[src/rtl/bus_master_ctrl_if.sv]
// rtl/bus_master_ctrl_if.sv - shared-bus signal bundle between a master sequencer and the bus/arbiter
interface bus_master_ctrl_if #(
  parameter int ADDR_W = 30,
  parameter int DATA_W = 32
);
  logic              bus_req_;
  logic              bus_grnt_;
  logic              bus_as_;
  logic              bus_rw;
  logic [ADDR_W-1:0] bus_addr;
  logic [DATA_W-1:0] bus_wr_data;
  logic [DATA_W-1:0] bus_rd_data;
  logic              bus_rdy_;

  modport master (
    output bus_req_, bus_as_, bus_rw, bus_addr, bus_wr_data,
    input  bus_grnt_, bus_rd_data, bus_rdy_
  );

  modport slave (
    input  bus_req_, bus_as_, bus_rw, bus_addr, bus_wr_data,
    output bus_grnt_, bus_rd_data, bus_rdy_
  );
endinterface

[src/rtl/bus_master_ctrl.sv]
// rtl/bus_master_ctrl.sv - per-master bus sequencer: request, address phase, ready wait with timeout/retry, optional lock
module bus_master_ctrl #(
  parameter int ADDR_W    = 30,
  parameter int DATA_W    = 32,
  parameter int TO_W      = 8,
  parameter int TIMEOUT   = 255,
  parameter int RT_W      = 2,
  parameter int MAX_RETRY = 2
) (
  input  logic               clk,
  input  logic               reset,
  input  logic               start,
  input  logic               rw,
  input  logic [ADDR_W-1:0]  addr,
  input  logic [DATA_W-1:0]  wr_data,
  input  logic               lock,
  output logic               busy,
  output logic               done,
  output logic               err,
  output logic [DATA_W-1:0]  rd_data,
  bus_master_ctrl_if.master  bus
);

  typedef enum logic [2:0] {
    S_IDLE, S_REQ, S_ADDR, S_WAIT, S_DONE, S_OWN
  } state_t;

  state_t            state_q, state_d;
  logic              rw_q;
  logic              lock_q;
  logic [ADDR_W-1:0] addr_q;
  logic [DATA_W-1:0] wdata_q;
  logic [TO_W-1:0]   to_cnt_q;
  logic [RT_W-1:0]   retry_q;

  logic accept;
  logic to_hit;
  logic can_retry;

  assign accept    = start && (state_q == S_IDLE || state_q == S_OWN);
  assign to_hit    = (to_cnt_q == TO_W'(TIMEOUT - 1));
  assign can_retry = (int'(retry_q) < MAX_RETRY);

  always_ff @(posedge clk) begin
    if (reset) begin
      state_q  <= S_IDLE;
      rw_q     <= 1'b1;
      lock_q   <= 1'b0;
      addr_q   <= '0;
      wdata_q  <= '0;
      to_cnt_q <= '0;
      retry_q  <= '0;
      err      <= 1'b0;
      rd_data  <= '0;
    end else begin
      state_q <= state_d;
      if (accept) begin
        rw_q    <= rw;
        lock_q  <= lock;
        addr_q  <= addr;
        wdata_q <= wr_data;
        retry_q <= '0;
      end
      if (state_q == S_ADDR) begin
        to_cnt_q <= '0;
      end
      if (state_q == S_WAIT) begin
        // slave ready takes priority over an expiring timeout in the same cycle
        if (!bus.bus_rdy_) begin
          if (rw_q) begin
            rd_data <= bus.bus_rd_data;
          end
          err <= 1'b0;
        end else if (to_hit) begin
          if (can_retry) begin
            retry_q <= retry_q + RT_W'(1);
          end else begin
            err <= 1'b1;
          end
        end else begin
          to_cnt_q <= to_cnt_q + TO_W'(1);
        end
      end
    end
  end

  always_comb begin
    state_d = state_q;
    case (state_q)
      S_IDLE: if (start) state_d = S_REQ;
      S_OWN: begin
        if (start) begin
          state_d = bus.bus_grnt_ ? S_REQ : S_ADDR;
        end else if (!lock) begin
          state_d = S_IDLE;
        end
      end
      S_REQ:  if (!bus.bus_grnt_) state_d = S_ADDR;
      S_ADDR: state_d = S_WAIT;
      S_WAIT: begin
        if (!bus.bus_rdy_) begin
          state_d = S_DONE;
        end else if (to_hit) begin
          state_d = can_retry ? S_ADDR : S_DONE;
        end
      end
      S_DONE: state_d = lock_q ? S_OWN : S_IDLE;
      default: state_d = S_IDLE;
    endcase
  end

  always_comb begin
    busy            = 1'b0;
    done            = 1'b0;
    bus.bus_req_    = 1'b1;
    bus.bus_as_     = 1'b1;
    bus.bus_rw      = 1'b1;
    bus.bus_addr    = '0;
    bus.bus_wr_data = '0;
    case (state_q)
      S_REQ: begin
        busy         = 1'b1;
        bus.bus_req_ = 1'b0;
      end
      S_ADDR, S_WAIT: begin
        busy            = 1'b1;
        bus.bus_req_    = 1'b0;
        bus.bus_as_     = (state_q != S_ADDR);
        bus.bus_rw      = rw_q;
        bus.bus_addr    = addr_q;
        bus.bus_wr_data = wdata_q;
      end
      S_DONE: begin
        busy         = 1'b1;
        done         = 1'b1;
        bus.bus_req_ = !lock_q;
      end
      S_OWN:   bus.bus_req_ = !lock_q;
      default: bus.bus_req_ = 1'b1;
    endcase
  end

endmodule

[src/flat_wrapper.sv]
// flat-port wrapper written by rule: the top's interface ports become plain ports
module bus_master_ctrl_flat 
#(
  parameter int ADDR_W    = 30,
  parameter int DATA_W    = 32,
  parameter int TO_W      = 8,
  parameter int TIMEOUT   = 255,
  parameter int RT_W      = 2,
  parameter int MAX_RETRY = 2
)
  (clk, reset, start, rw, addr, wr_data, lock, busy, done, err, rd_data, bus_bus_req_, bus_bus_as_, bus_bus_rw, bus_bus_addr, bus_bus_wr_data, bus_bus_grnt_, bus_bus_rd_data, bus_bus_rdy_);
  bus_master_ctrl_if #(.ADDR_W(ADDR_W), .DATA_W(DATA_W)) bus_i ();
  input  logic clk;
  input  logic reset;
  input  logic start;
  input  logic rw;
  input  logic [ADDR_W-1:0] addr;
  input  logic [DATA_W-1:0] wr_data;
  input  logic lock;
  output logic busy;
  output logic done;
  output logic err;
  output logic [DATA_W-1:0] rd_data;
  output wire logic [$bits(bus_i.bus_req_)-1:0] bus_bus_req_;
  output wire logic [$bits(bus_i.bus_as_)-1:0] bus_bus_as_;
  output wire logic [$bits(bus_i.bus_rw)-1:0] bus_bus_rw;
  output wire logic [$bits(bus_i.bus_addr)-1:0] bus_bus_addr;
  output wire logic [$bits(bus_i.bus_wr_data)-1:0] bus_bus_wr_data;
  input wire logic [$bits(bus_i.bus_grnt_)-1:0] bus_bus_grnt_;
  input wire logic [$bits(bus_i.bus_rd_data)-1:0] bus_bus_rd_data;
  input wire logic [$bits(bus_i.bus_rdy_)-1:0] bus_bus_rdy_;
  assign bus_bus_req_ = bus_i.bus_req_;
  assign bus_bus_as_ = bus_i.bus_as_;
  assign bus_bus_rw = bus_i.bus_rw;
  assign bus_bus_addr = bus_i.bus_addr;
  assign bus_bus_wr_data = bus_i.bus_wr_data;
  assign bus_i.bus_grnt_ = bus_bus_grnt_;
  assign bus_i.bus_rd_data = bus_bus_rd_data;
  assign bus_i.bus_rdy_ = bus_bus_rdy_;
  bus_master_ctrl #(.ADDR_W(ADDR_W), .DATA_W(DATA_W), .TO_W(TO_W), .TIMEOUT(TIMEOUT), .RT_W(RT_W), .MAX_RETRY(MAX_RETRY)) u_core (.clk(clk), .reset(reset), .start(start), .rw(rw), .addr(addr), .wr_data(wr_data), .lock(lock), .busy(busy), .done(done), .err(err), .rd_data(rd_data), .bus(bus_i));
endmodule
[config.mk]
export PLATFORM = sky130hd
export DESIGN_NAME = bus_master_ctrl_flat
export DESIGN_NICKNAME = d
export VERILOG_FILES = /design/src/rtl/bus_master_ctrl_if.sv /design/src/rtl/bus_master_ctrl.sv /design/src/flat_wrapper.sv
export SDC_FILE = /design/constraint.sdc
export NUM_CORES = 1
export LEC_CHECK = 0
export ABC_CLOCK_PERIOD_IN_PS = 1490
export CORE_AREA = 2 2 121 123
export CTS_BUF_LIST = sky130_fd_sc_hd__clkbuf_2
export CTS_CLUSTER_DIAMETER = 200
export DETAILED_ROUTE_END_ITERATION = 8
export DIE_AREA = 0 0 123 125
export PLACE_DENSITY = 0.72
export SLEW_MARGIN = 20
export SYNTH_ARGS = -nofsm -noshare
export SYNTH_HDL_FRONTEND = slang
export SYNTH_SLANG_ARGS = --single-unit
[constraint.sdc]
create_clock -name clk -period 1.49 [get_ports clk]
set_input_delay 0.149 -clock clk [delete_from_list [all_inputs] [get_ports clk]]
set_output_delay 0.149 -clock clk [all_outputs]
set_load 0.1 [all_outputs]
**Word level (Yosys, flattened, before mapping)**

Index checks and enable logic that the tools add are counted.
Widths: inputs -> output; s select.

- Register bits after elaboration: 110
- Output and inout port bits: 100
- Logic and storage cells: 66

- $add $sub $neg: 2
- Order comparisons: 1
- Equal/unequal tests: 13
- Multiplexer cells: 29
- Bitwise operators: 1
- Reductions and logical operators: 11

Operators by type and width:

| kind | count |
|---|---|
| $mux 32 | 1 |
| $mux 8 | 4 |
| $mux 30 | 1 |
| $mux 3 | 8 |
| $pmux 3 s6 | 1 |
| $mux 2 | 6 |
| $add 8x1->8 const B | 1 |
| $eq 8x8->1 const B | 1 |
| $mux 1 | 7 |
| $eq 3x2->1 const B | 2 |
| $eq 3x3->1 const B | 2 |
| $ne 2x2->1 const B | 3 |
| $ne 3x2->1 const B | 2 |
| $reduce_and 3->1 | 2 |
| $reduce_and 4->1 | 1 |
| $reduce_or 2->1 | 2 |
| $reduce_or 4->1 | 1 |
| $eq 3x1->1 const B | 1 |
| $logic_not 3->1 | 1 |
| $ne 3x3->1 const B | 1 |
| $reduce_or 3->1 | 1 |
| $add 2x1->2 const B | 1 |
| $lt 2x2->1 const B | 1 |
| $ne 2x1->1 const B | 1 |
| other kinds (5) | 5 |

**Longest topological paths before layout**

- Depth after elaboration: 8
- Gate-level depth with buffers: 7

**Worst setup path before layout**

OpenSTA, ideal clock, no wires.

- Kind: register to output
- Start point: reg u_core.state_q[0]
- End point: out bus_bus_req_
- Arrival: 2945 ps
- Required time: 1341 ps
- Slack: -1604 ps
- Stages on the path, launching flop included: 4
- Buffers on the path: 2
- Cell sequence: dfxtp_1 > buf_4 > clkbuf_1 > o31ai_1

- Cells in the longest elaborated chain, start to end: 3
- Elaborated cells on any way between the ends: 8
- Those cells by class: eq/ne (5); mux (1); reduce/logical (2)

Ends and longest elaborated chain:

| what | RTL line | text |
|---|---|---|
| start: declaration | bus_master_ctrl.sv:28 | `state_t state_q, state_d;` |
| start signal: assignment | bus_master_ctrl.sv:56 | `state_q <= state_d;` |
| $eq 3x1->1, or another cell as far along | bus_master_ctrl.sv:120 | `case (state_q)` |
| $reduce_or 3->1 (no line) or $reduce_or 2->1 (tied branches) | - |  |
| $pmux 1 s2 (*) | bus_master_ctrl.sv:120 |  |
| end: declaration | flat_wrapper.sv:24 | `output wire logic [$bits(bus_i.bus_req_)-1:0] bus_bus_req_;` |

Every way passes the cells marked *; elsewhere a longest branch is shown, timed or not.

**Final worst setup path**

- Start point: reg u_core.state_q[2]
- End point: out bus_bus_wr_data[28]

- Cells in the longest elaborated chain, start to end: 3
- Elaborated cells on any way between the ends: 4
- Those cells by class: eq/ne (2); mux (1); reduce/logical (1)

Ends and longest elaborated chain:

| what | RTL line | text |
|---|---|---|
| $eq 3x2->1 | bus_master_ctrl.sv:120 |  |
| $reduce_or 2->1 (*) | - |  |
| $mux 32 (*) | bus_master_ctrl.sv:120 |  |
| end: declaration | flat_wrapper.sv:28 | `output wire logic [$bits(bus_i.bus_wr_data)-1:0] bus_bus_wr_data;` |

Marks and branches as above.

==> key figures <==
Timing
  – Setup TNS: -63.35 ns
  – Final Hold Viols: 0
  – Final worst-path cycle share: 1.425
  – Unrepaired setup endpoints after global routing: true
  – Relative slew margins: 0.5772
  – Clock skew: 0.02995 ns
  – Least-Margin Pin Slew: 0.6342 ns
  – Worst hold margin: 0.003861 ns
  – Max-slew violation count: 0
  – Max Fclk: 470.9 MHz
  – Setup-failing EPs final: 172
  – Final worst slack: -0.6338 ns
  – Tmin final: 2.124 ns

Final layout
  – Multi-input gate area: 0.003014 mm²
  – FILL cells: 855
  – Share of layout cells above drive strength 1: 0.4725
  – # diodes: 0
  – Area grow syn2layout: 123.5%
  – Storage element area: 0.002267 mm²
  – Final #Nets: 1025

Power
  – Max rail drop VDD: 0.4477 mV
  – Leak: 4.162 nW
  – PD cells: 717.6 mW/mm²

Route
  – DRT Wirelength: 20.67 mm
  – Post-DRT Antenna Nets: 0
  – Initial DRC Count: 342
  – Vias: 5525
  – Wirelength per Cell: 18.60 µm
  – Detailed Routing Iterations Pass 1: 5
  – Vias per cell: 4.973
  – DRC: 0

Yosys
  – Post-Synthesis Cells: 602
  – Simple-gate share of the synthesized area: 0.3086
  – Ys async rst share: 0
  – Area share of the largest cell type after synthesis: 0.4583
  – Synth cell types: 47
  – Post-synthesis adder-cell area fraction: 0.005208
  – Count leader, synth: nand2_1
  – #FFs+latches synth: 110
  – Area contributors post-synth: dfxtp_1 46%, nand2_1 15%, and2_1 8.7%
  – Synth Area in XOR/XNOR: 0.003646
  – Seq/Total Area, Yosys: 0.4583
  – Mean Syn Cell Area: 7.981 µm²
  – Synth Net Count: 705
  – Synth Flop Type: dfxtp_1
  – Mux cell area share after synthesis: 0.002344
  – Post-synth EDFFs: 0
  – Post-synth top cells: 189 x nand2_1, 110 x dfxtp_1, 79 x a21oi_1, 67 x and2_1
  – Yosys Warn Count: 0
  – Biggest area consumer among synthesized cells: dfxtp_1
  – Post-Syn Area: 0.004805 mm²
  – Synth Area in Compound Gates: 0.1630
  – Main combinational cell family by area after synthesis: simple AND/OR/NAND/NOR gates

Clock network
  – Clock Sinks: 110
  – Clk slew on worst S/H paths: 0.28 ns
  – Clock Tree Root: clkbuf_2
  – H-tree depth: 3
  – Buffer depth of the longest clock path: 2
  – CTS Buf Count: 9
  – TritonCTS clock tree: yes
  – Clock insertion delay at the later pin of the skew report: 0.67 ns

Global routing
  – Vias in the first global route: 5525
  – Met2 usage: 0.4228
  – Global-route wire length before repair: 29.12 mm
  – Initial antenna violation count: 0
  – Grt met3 use: 0.04380
  – Grt ovf: 0
  – Largest net degree at the start of global routing: 105
  – Top Usage Layer GRT: met2
  – Global-route usage over all layers: 0.2443
  – Met1 Track Usage GR: 0.2943

Die
  – Die Height: 125 µm
  – Chip width: 123 µm
  – Top Ports: 201
  – Die ar.: 0.01538 mm²
  – Core Box Area: 0.01420 mm²
  – Initial core utilization: 0.3383
  – # rows: 44

Status
  – Failing checks: negative setup slack
  – Status: finished with violations

Worst setup path
  – Worst EP required: 1.34 ns
  – Crit. End Element: primary output
  – Highest-delay cell along the critical path: dfxtp_2
  – Critical path fanouts, max: 13
  – CP startpoint kind: flip-flop
  – Worst-path cell chain: and2b_4 -> buf_6 -> clkbuf_16 -> and2_4 -> buf_12
  – Arrival time worst endpoint: 1.97 ns
  – CP Class: reg2out
  – Critical Path Max Stage Delay: 0.39 ns

Place
  – Post-DP HPWL: 10.08 mm
  – Pre-CTS setup slack: -0.1499 ns
  – Routability congestion estimate: 0.8340
  – PortBufs: 200

Flow run
  – Max_cap viols: 0

Hold path
  – Tightest Hold Check Type: in2reg
[metal layers]
metal	vias to the layer above	routed length (µm)
li1	2604	-
met5	-	0
met4	0	751
met2	229	10530
met3	52	1200
met1	2640	8188
[path summary, 6_finish.rpt]
check	startpoint	endpoint	slack, ns	depth (start not counted)
setup / recovery	u_core.state_q[2]$_SDFFE_PP0P_	bus_bus_wr_data[28]	-0.63	5
hold / removal	addr[1]	u_core.addr_q[1]$_SDFFE_PP0P_	0.004	3
setup reg to reg	u_core.state_q[2]$_SDFFE_PP0P_	u_core.rd_data[13]$_SDFFE_PP0P_	-0.35	9
hold reg to reg	u_core.addr_q[7]$_SDFFE_PP0P_	u_core.addr_q[7]$_SDFFE_PP0P_	0.47	2
[critical path, delay by kind of cell (launching register included)]
kind	cells	cell delay [ns]
buf+inv	3	0.48
flops	1	0.39
simple gates	2	0.46
[metrics by stage]
step | cell area [µm²] | total power [mW] | instances | utilization
after floorplan | 5016 | 4.306 | 602 | -
after global placement | 8289 | 5.073 | 967 | 0.5836
after detailed placement | 8289 | 5.099 | 967 | 0.5836
after CTS | 10230 | 7.431 | 1088 | 0.7204
after global routing | 10740 | 7.994 | 1111 | 0.7562
final | 10740 | 7.707 | 1111 | 0.7562
[report_power, final]
group	internal (mW)	switching [mW]
clock	0.547	1.06
combinational	1.48	1.40
sequential	3.10	0.116
[flip-flops by register name (all words and copies together), names as in the netlist]
| signal | cells |
|---|---|
| u_core.rw_q | 1 |
| u_core.lock_q | 1 |
| u_core.to_cnt_q | 8 |
| u_core.err | 1 |
| u_core.addr_q | 30 |
| u_core.rd_data | 32 |
| u_core.state_q | 3 |
| u_core.retry_q | 2 |
| u_core.wdata_q | 32 |
[cells by family after synthesis]
kind of cell             after synthesis
AND/OR/NAND/NOR                      310
AO/OA/AOI/OAI                        126
flip-flops                           110
buffers and inverters                 51
XOR/XNOR                               2
adder cells (fa/ha/maj)                2
multiplexers                           1
[layout by cell type, fill, tap and decap left out, types with 9 or more instances in the layout]
cell type / synthesis / final
buf_4: 8 / 28
nand2_1: 189 / 144
dfxtp_4: 0 / 9
clkbuf_2: 0 / 9
and2_4: 0 / 64
dlygate4sd3_1: 0 / 64
dfxtp_2: 0 / 25
a21oi_1: 79 / 45
nand2_2: 10 / 26
buf_16: 0 / 16
nand2_4: 0 / 28
buf_6: 3 / 21
buf_12: 0 / 118
a21oi_2: 20 / 53
clkdlybuf4s50_1: 0 / 99
dfxtp_1: 110 / 76
[cell type report]
class / instances / area share
Inverter: 5 / 0.001747
Timing Repair Buffer: 355 / 0.4726
Tap cell: 184 / 0.02144
Clock buffer: 9 / 0.004194
Sequential cell: 110 / 0.2111
Clock inverter: 7 / 0.008271
Multi-Input combinational cell: 441 / 0.2806
[what timing repair did]
action / 4_1_cts / 5_1_grt
hold endpoints to repair: 63 / 4
endpoints found under the setup margin: 126 / 203
hold buffers: 60 / 4
setup buffers: 27 / 18
cloned: 18 / 6
resized for setup: 145 / 84
pin swaps: 43 / 28
(Power assumes the default switching activity.)
